[src/rtl/serial_paralelo.sv]
// Receive-side deserializer: aligns a 1-bit MSB-first stream on COMMA and rebuilds bytes.
// Optional off-boundary comma realignment is enabled by defining SP_MISALIGN_DETECT_EN.
module serial_paralelo #(
  parameter logic [7:0] COMMA      = 8'hBC,
  parameter int         LOCK_COUNT = 4
) (
  input  logic       clk_32f,
  input  logic       reset_L,
  input  logic       data_in,
  output logic [7:0] data_out,
  output logic       valid_out,
  output logic       byte_strobe,
  output logic       active
);

  typedef enum logic [1:0] {SEARCH, LOCKING, ACTIVE} state_t;

  localparam logic [3:0] LOCK_N = 4'(LOCK_COUNT);

  state_t      state, state_nx;
  logic [7:0]  sr;
  logic [2:0]  bit_cnt, bit_cnt_nx;
  logic [3:0]  bc_cnt, bc_cnt_nx;
  logic [7:0]  data_nx;
  logic        valid_nx, strobe_nx, active_nx;
  logic [7:0]  word;
  logic        word_is_comma;
  logic        boundary;

`ifdef SP_MISALIGN_DETECT_EN
  // last_was_comma lags one slot behind comma_q so that the garbage boundary word
  // produced by a bit slip does not hide the slipped comma that follows it.
  logic        comma_q, comma_q_nx;
  logic        last_was_comma, last_was_comma_nx;
`endif

  assign word          = {sr[6:0], data_in};
  assign word_is_comma = (word == COMMA);
  assign boundary      = (bit_cnt == 3'd7);

  always_ff @(posedge clk_32f or negedge reset_L) begin
    if (!reset_L) begin
      state       <= SEARCH;
      sr          <= 8'd0;
      bit_cnt     <= 3'd0;
      bc_cnt      <= 4'd0;
      data_out    <= 8'd0;
      valid_out   <= 1'b0;
      byte_strobe <= 1'b0;
      active      <= 1'b0;
`ifdef SP_MISALIGN_DETECT_EN
      comma_q        <= 1'b0;
      last_was_comma <= 1'b0;
`endif
    end else begin
      state       <= state_nx;
      sr          <= word;
      bit_cnt     <= bit_cnt_nx;
      bc_cnt      <= bc_cnt_nx;
      data_out    <= data_nx;
      valid_out   <= valid_nx;
      byte_strobe <= strobe_nx;
      active      <= active_nx;
`ifdef SP_MISALIGN_DETECT_EN
      comma_q        <= comma_q_nx;
      last_was_comma <= last_was_comma_nx;
`endif
    end
  end

  always_comb begin
    state_nx   = state;
    bit_cnt_nx = bit_cnt;
    bc_cnt_nx  = bc_cnt;
    data_nx    = data_out;
    valid_nx   = valid_out;
    strobe_nx  = 1'b0;
    active_nx  = active;
`ifdef SP_MISALIGN_DETECT_EN
    comma_q_nx        = comma_q;
    last_was_comma_nx = last_was_comma;
`endif
    case (state)
      SEARCH: begin
        valid_nx  = 1'b0;
        active_nx = 1'b0;
        // Any phase may start a lock attempt; this edge becomes the byte boundary.
        if (word_is_comma) begin
          bit_cnt_nx = 3'd0;
          bc_cnt_nx  = 4'd1;
          if (LOCK_N == 4'd1) begin
            state_nx  = ACTIVE;
            active_nx = 1'b1;
`ifdef SP_MISALIGN_DETECT_EN
            comma_q_nx        = 1'b1;
            last_was_comma_nx = 1'b1;
`endif
          end else begin
            state_nx = LOCKING;
          end
        end
      end
      LOCKING: begin
        bit_cnt_nx = bit_cnt + 3'd1;
        if (boundary) begin
          if (word_is_comma) begin
            bc_cnt_nx = bc_cnt + 4'd1;
            if (bc_cnt + 4'd1 == LOCK_N) begin
              state_nx  = ACTIVE;
              active_nx = 1'b1;
`ifdef SP_MISALIGN_DETECT_EN
              comma_q_nx        = 1'b1;
              last_was_comma_nx = 1'b1;
`endif
            end
          end else begin
            state_nx  = SEARCH;
            bc_cnt_nx = 4'd0;
          end
        end
      end
      ACTIVE: begin
        bit_cnt_nx = bit_cnt + 3'd1;
        if (boundary) begin
          strobe_nx = 1'b1;
          if (word_is_comma) begin
            valid_nx = 1'b0;
          end else begin
            data_nx  = word;
            valid_nx = 1'b1;
          end
`ifdef SP_MISALIGN_DETECT_EN
          last_was_comma_nx = comma_q;
          comma_q_nx        = word_is_comma;
`endif
        end
`ifdef SP_MISALIGN_DETECT_EN
        else if (word_is_comma && last_was_comma) begin
          // Comma landed off the boundary during idle: realign on this edge.
          state_nx   = LOCKING;
          active_nx  = 1'b0;
          valid_nx   = 1'b0;
          bit_cnt_nx = 3'd0;
          bc_cnt_nx  = 4'd1;
        end
`endif
      end
      default: begin
        state_nx = SEARCH;
      end
    endcase
  end

endmodule

[config.mk]
export PLATFORM = sky130hd
export DESIGN_NAME = serial_paralelo
export DESIGN_NICKNAME = d
export VERILOG_FILES = /design/src/rtl/serial_paralelo.sv
export SDC_FILE = /design/constraint.sdc
export NUM_CORES = 1
export LEC_CHECK = 0
export BUFFER_PORTS_ARGS = -buffer_cell sky130_fd_sc_hd__clkbuf_2
export CAP_MARGIN = 5
export CORE_MARGIN = 3
export CORE_UTILIZATION = 51
export DETAILED_ROUTE_END_ITERATION = 16
export MAX_ROUTING_LAYER = met4
export PLACE_DENSITY = 0.74
export SYNTH_ARGS = -nofsm -noshare
export SYNTH_HDL_FRONTEND = slang
export SYNTH_SLANG_ARGS = --single-unit
[constraint.sdc]
create_clock -name clk_32f -period 2.13 [get_ports clk_32f]
set_clock_uncertainty 0.2 [all_clocks]
set_input_delay 0.426 -clock clk_32f [delete_from_list [all_inputs] [get_ports clk_32f]]
set_output_delay 0.426 -clock clk_32f [all_outputs]
set_load 0.05 [all_outputs]
== After elaboration in Yosys (flattened, before gate mapping) ==
Cells that the tools add are included.
W data, S select, Z words.

* Add/sub/neg operators: 2
* Equal/unequal tests: 11
* Muxes and demuxes: 20
* Bitwise logic cells: 2
* Reduce and logical (&&, ||, !) cells: 11

{| class="wikitable"
|+ Operator list
! operator !! count
|-
| $mux W4 || 3
|-
| $ne A2 B2 Y1 const B || 5
|-
| $eq A8 B8 Y1 const B || 1
|-
| $mux W2 || 4
|-
| $pmux W4 S2 || 1
|-
| $reduce_and A4 Y1 || 2
|-
| $mux W1 || 7
|-
| $pmux W2 S3 || 1
|-
| $pmux W3 S2 || 1
|-
| $reduce_and A3 Y1 || 2
|-
| $reduce_bool A2 Y1 || 3
|-
| $add A4 B1 Y4 const B || 1
|-
| $eq A4 B3 Y1 const B || 1
|-
| $pmux W1 S2 || 2
|-
| $reduce_and A2 Y1 || 2
|-
| $add A3 B1 Y3 const B || 1
|-
| $eq A3 B3 Y1 const B || 1
|-
| $mux W3 || 1
|-
| $ne A3 B3 Y1 const B || 1
|-
| $eq A2 B1 Y1 const B || 1
|-
| $eq A2 B2 Y1 const B || 1
|-
| $logic_not A2 Y1 || 1
|-
| $not A1 Y1 || 2
|-
| $reduce_or A2 Y1 || 1
|}

* Register bits after elaboration: 27
* Bits of input ports: 3
* Output and inout bits: 11
* Word-level logic and storage cells: 54

== Longest topological paths before layout ==
* Depth after elaboration: 6
* Gate-level depth with buffers: 6
* Mapped depth without buffers: 6

== Worst setup path before layout ==
No wires, ideal clock.

* Path type: input to register
* From: input data_in
* To: register bit_cnt[0]
* Library setup time: 127 ps
* Arrival time: 1730 ps
* Required time: 1803 ps
* Setup slack: 72 ps
* Stages: 5
* Path buffers: 1
* Path through: or4b_1 > buf_2 > o21ai_2 > and2b_2 > mux2_1

* Word-level cells in the longest chain between the ends: 3

{| class="wikitable"
|+ Ends and longest elaborated chain
! element !! RTL line !! text
|-
| start: declaration || 9 || <nowiki>input logic data_in,</nowiki>
|-
| $eq A8 B8 Y1 || 38 || <nowiki>assign word_is_comma = (word == COMMA);</nowiki>
|-
| $ne A2 B2 Y1 (no source line) || - ||
|-
| $reduce_and A2 Y1 (no source line) || - ||
|-
| end signal: assignment || 58 || <nowiki>bit_cnt <= bit_cnt_nx;</nowiki>
|-
| end: declaration || 22 || <nowiki>logic [2:0] bit_cnt, bit_cnt_nx;</nowiki>
|}

No other way between the ends.
A chain may end at the register's enable or synchronous reset.

== Worst setup path in the final report ==
* From: register bit_cnt[0]
* To: register data_out[7]

* Word-level cells in the longest chain between the ends: 2

{| class="wikitable"
|+ Ends and longest elaborated chain
! element !! RTL line !! text
|-
| $eq A3 B3 Y1 || 39 || <nowiki>assign boundary = (bit_cnt == 3'd7);</nowiki>
|-
| $reduce_and A3 Y1 (no source line) || - ||
|-
| end signal: assignment || 60 || <nowiki>data_out <= data_nx;</nowiki>
|-
| end: declaration || 10 || <nowiki>output logic [7:0] data_out,</nowiki>
|}

No other way between the ends.

==> summary.txt <==
Outcome
  – Status: completed

Timing
  – Final period utilization: 94.68%
  – Fin. max-slew vios: 0
  – Max Fclk: 495.9 MHz
  – Unrepaired setup endpoints after global routing: false
  – Final Hold Fails: 0
  – Min cycle time layout: 2.017 ns
  – Setup violators final: 0
  – Fin Setup TNS: 0 ns
  – Worst-Margin Slew: 0.6597 ns
  – Relative slew slack: 56.02%

Cells and area
  – Final nets: 138
  – Area Growth Syn to Fin: 14.77%
  – Most frequent cells in the layout: dfrtp_1 (27), clkbuf_2 (13), inv_1 (8), ha_1 (8)
  – Fin cells: 154
  – Most common cell after layout, fill and taps aside: dfrtp_1
  – Fraction of layout cells with a size suffix above 1: 29.37%
  – Ant diodes: 0
  – Post-Route Utilization: 63.66%

Power and ir drop
  – Clk pwr share: 27.0%
  – Internal Pwr Total: 660.3 uW
  – Sw frac: 27.39%
  – Cell Pwr Density: 627.6 nW/um^2
  – Leakage Power: 0.7189 nW
  – Worst vdd ir: 0.6745 mV
  – Seq pwr share: 61.8%
  – Gate power share: 11.2%
  – Net Switching: 249.1 uW
  – Power, Total: 909.4 uW

Logic synthesis
  – Synth Register Bits: 27
  – Post-Synthesis Cells: 104
  – Seq/Total Area, Yosys: 53.52%
  – Asr flop ratio synth: 100.0%
  – Avg Cell Area, Syn: 12.14 um^2
  – EDFF count, synth: 0
  – Synth cell types: 36
  – Post-synthesis net count: 115
  – Predominant post-synthesis flop cell: dfrtp_1
  – YS warnings: 0
  – Synthesized area: 1262 um^2

Worst setup path
  – Startpoint Class: flip-flop
  – CP Capture Type: flip-flop
  – Critical path's slowest cell: dfrtp_1
  – Max stage delay on crit path: 0.43 ns
  – Max FO, Critical Path: 7
  – CP most frequent cell: ha_1
  – Critical path class: reg2reg
  – Worst Path Arrival: 2.06 ns
  – Cell Chain, Critical Path: ha_1, ha_1, nand2_1, inv_1, o21ai_2, buf_4, mux2_2
  – CP required: 2.17 ns

Detailed routing
  – Vias/cell: 5.675
  – Post-route DRC: 0
  – Post-route ant nets: 0
  – DRT Wirelength: 2.305 mm
  – Drt pass-1 iters: 4
  – Initial DRC count: 30
  – Wirelength per Cell: 14.97 um
  – Vias: 874

GRT
  – Initial antenna violation count: 0
  – Vias in the first global route: 858
  – First-pass GRT wire length: 3.891 mm
  – GRT Overall Usage: 16.34%
  – Largest net degree at the start of global routing: 28
  – Grt ovf: 0

Clock tree
  – Clock-pin slew on the worst setup and hold paths: 0.16 ns
  – Num CTS Buffers: 3
  – Clock buffer depth: 2
  – CTS tree: built
  – H-tree depth: 1
  – Clock root buffer: clkbuf_4
  – Clock sink total: 27
  – Later-pin clock latency in the skew report: 0.34 ns

Floorplan
  – Area of the die: 3109 um^2
  – Boundary pin count: 14
  – Initial Util: 55.47%
  – Die H: 55.76 um
  – Rows: 17
  – Core Box Area: 2276 um^2
  – Die W: 55.76 um

Placement
  – Gp weighted congestion: 0.7717
  – Dpl cells: 149
  – Port buffer count: 13
  – HPWL Detailed: 1.719 mm

Hold path
  – Worst Hold Class: in2reg

Job
  – MaxCap Viol Count: 0
-- cell type report --
class	count	area, um^2
inverter	8	30.03
clock buffer	3	22.52
clock inverter	1	8.758
tap	28	35.03
fill	172	827.0
timing repair buffer	20	120.1
sequential	27	675.6
multi-input combinational	67	556.8
-- state kept, by name (all words and copies together), names as in the netlist --
signal / cells
data_out: 8
sr: 7
bc_cnt: 4
bit_cnt: 3
state: 2
active: 1
byte_strobe: 1
valid_out: 1
-- synth_stat cells, types with 2 or more instances --
master | instances | area [um^2]
a21o_1 | 3 | 22.52
inv_1 | 8 | 30.03
o21ai_0 | 5 | 25.02
nor2_1 | 2 | 7.510
a21oi_1 | 2 | 10.01
nand4_1 | 2 | 12.51
ha_1 | 8 | 100.1
dfrtp_1 | 27 | 675.7
a22o_1 | 4 | 35.03
o22a_1 | 2 | 17.52
o21ai_2 | 2 | 17.52
mux2_2 | 6 | 67.56
mux2i_1 | 2 | 20.02
nor2b_1 | 3 | 18.77
nand2_1 | 6 | 22.52
o31ai_1 | 2 | 15.01
-- critical path, delay by kind of cell, from the launching register on --
family / cells / cell delay, ns
buffers and inverters: 2 / 0.28
flip-flops: 1 / 0.43
AND/OR/NAND/NOR: 1 / 0.16
adder cells (fa/ha/maj): 2 / 0.44
AO/OA/AOI/OAI: 1 / 0.06
multiplexers: 1 / 0.34
-- power groups by stage --
stage                     combinational [mW]  clock [mW]  sequential, mW
after floorplan                       0.0667           0           0.566
after global placement                0.0969           0           0.570
after detailed placement               0.100           0           0.571
after CTS                              0.103       0.251           0.562
after global routing                   0.112       0.274           0.567
final                                  0.102       0.245           0.562
-- cell families (layout without fill, tap and decap cells) --
kind of cell               Yosys count  after routing  synth area share [%]
and+or+nand+nor                     22             22                 11.20
muxes                                9              9                 7.829
buffers and inverters               10             32                 3.072
DFF                                 27             27                 53.52
adders and majority gates            8              8                 7.929
AOI/OAI and AO/OA                   28             28                 16.45
-- timing repair --
item / in CTS / in global routing
endpoints found under the hold margin: 27 / 0
gates resized for setup: 0 / 2
endpoints found under the setup margin: 0 / 8
hold buffers: 1 / 0
setup buffers: 0 / 0
-- final timing paths --
path                                        start  depth (start not counted)  slack [ns]                       to
max                        bit_cnt[0]$_DFFE_PN0P_                          7        0.11  data_out[7]$_DFFE_PN0P_
min                                       data_in                          2        0.11          sr[0]$_DFF_PN0_
max reg2reg                bit_cnt[0]$_DFFE_PN0P_                          7        0.11  data_out[7]$_DFFE_PN0P_
min reg2reg                       sr[5]$_DFF_PN0_                          0        0.22          sr[6]$_DFF_PN0_
max in group asynchronous                 reset_L                          2        0.89          sr[3]$_DFF_PN0_
min in group asynchronous                 reset_L                          2        0.42    bc_cnt[3]$_DFFE_PN0P_
-- routing by layer --
metal / GRT usage, % / up-vias / part of all wire, %
li1: - / 420 / -
met1: 21.32 / 434 / 47
met2: 24.83 / 15 / 48
met3: 3.712 / 5 / 2.9
met4: 6.250 / 0 / 1.6
met5: - / - / 0
-- per-stage QoR --
step / setup WS (ns) / area (um^2) / hold WS [ns]
floorplan: 0.07240 / 1262 / -0.06959
global placement: 0.01121 / 1399 / 0.1760
detailed placement: -0.02286 / 1399 / 0.1751
CTS: 0.04235 / 1440 / 0.08809
global route: 0.007920 / 1449 / 0.07511
finish: 0.1133 / 1449 / 0.1068
Power figures use the tool's default switching activity.
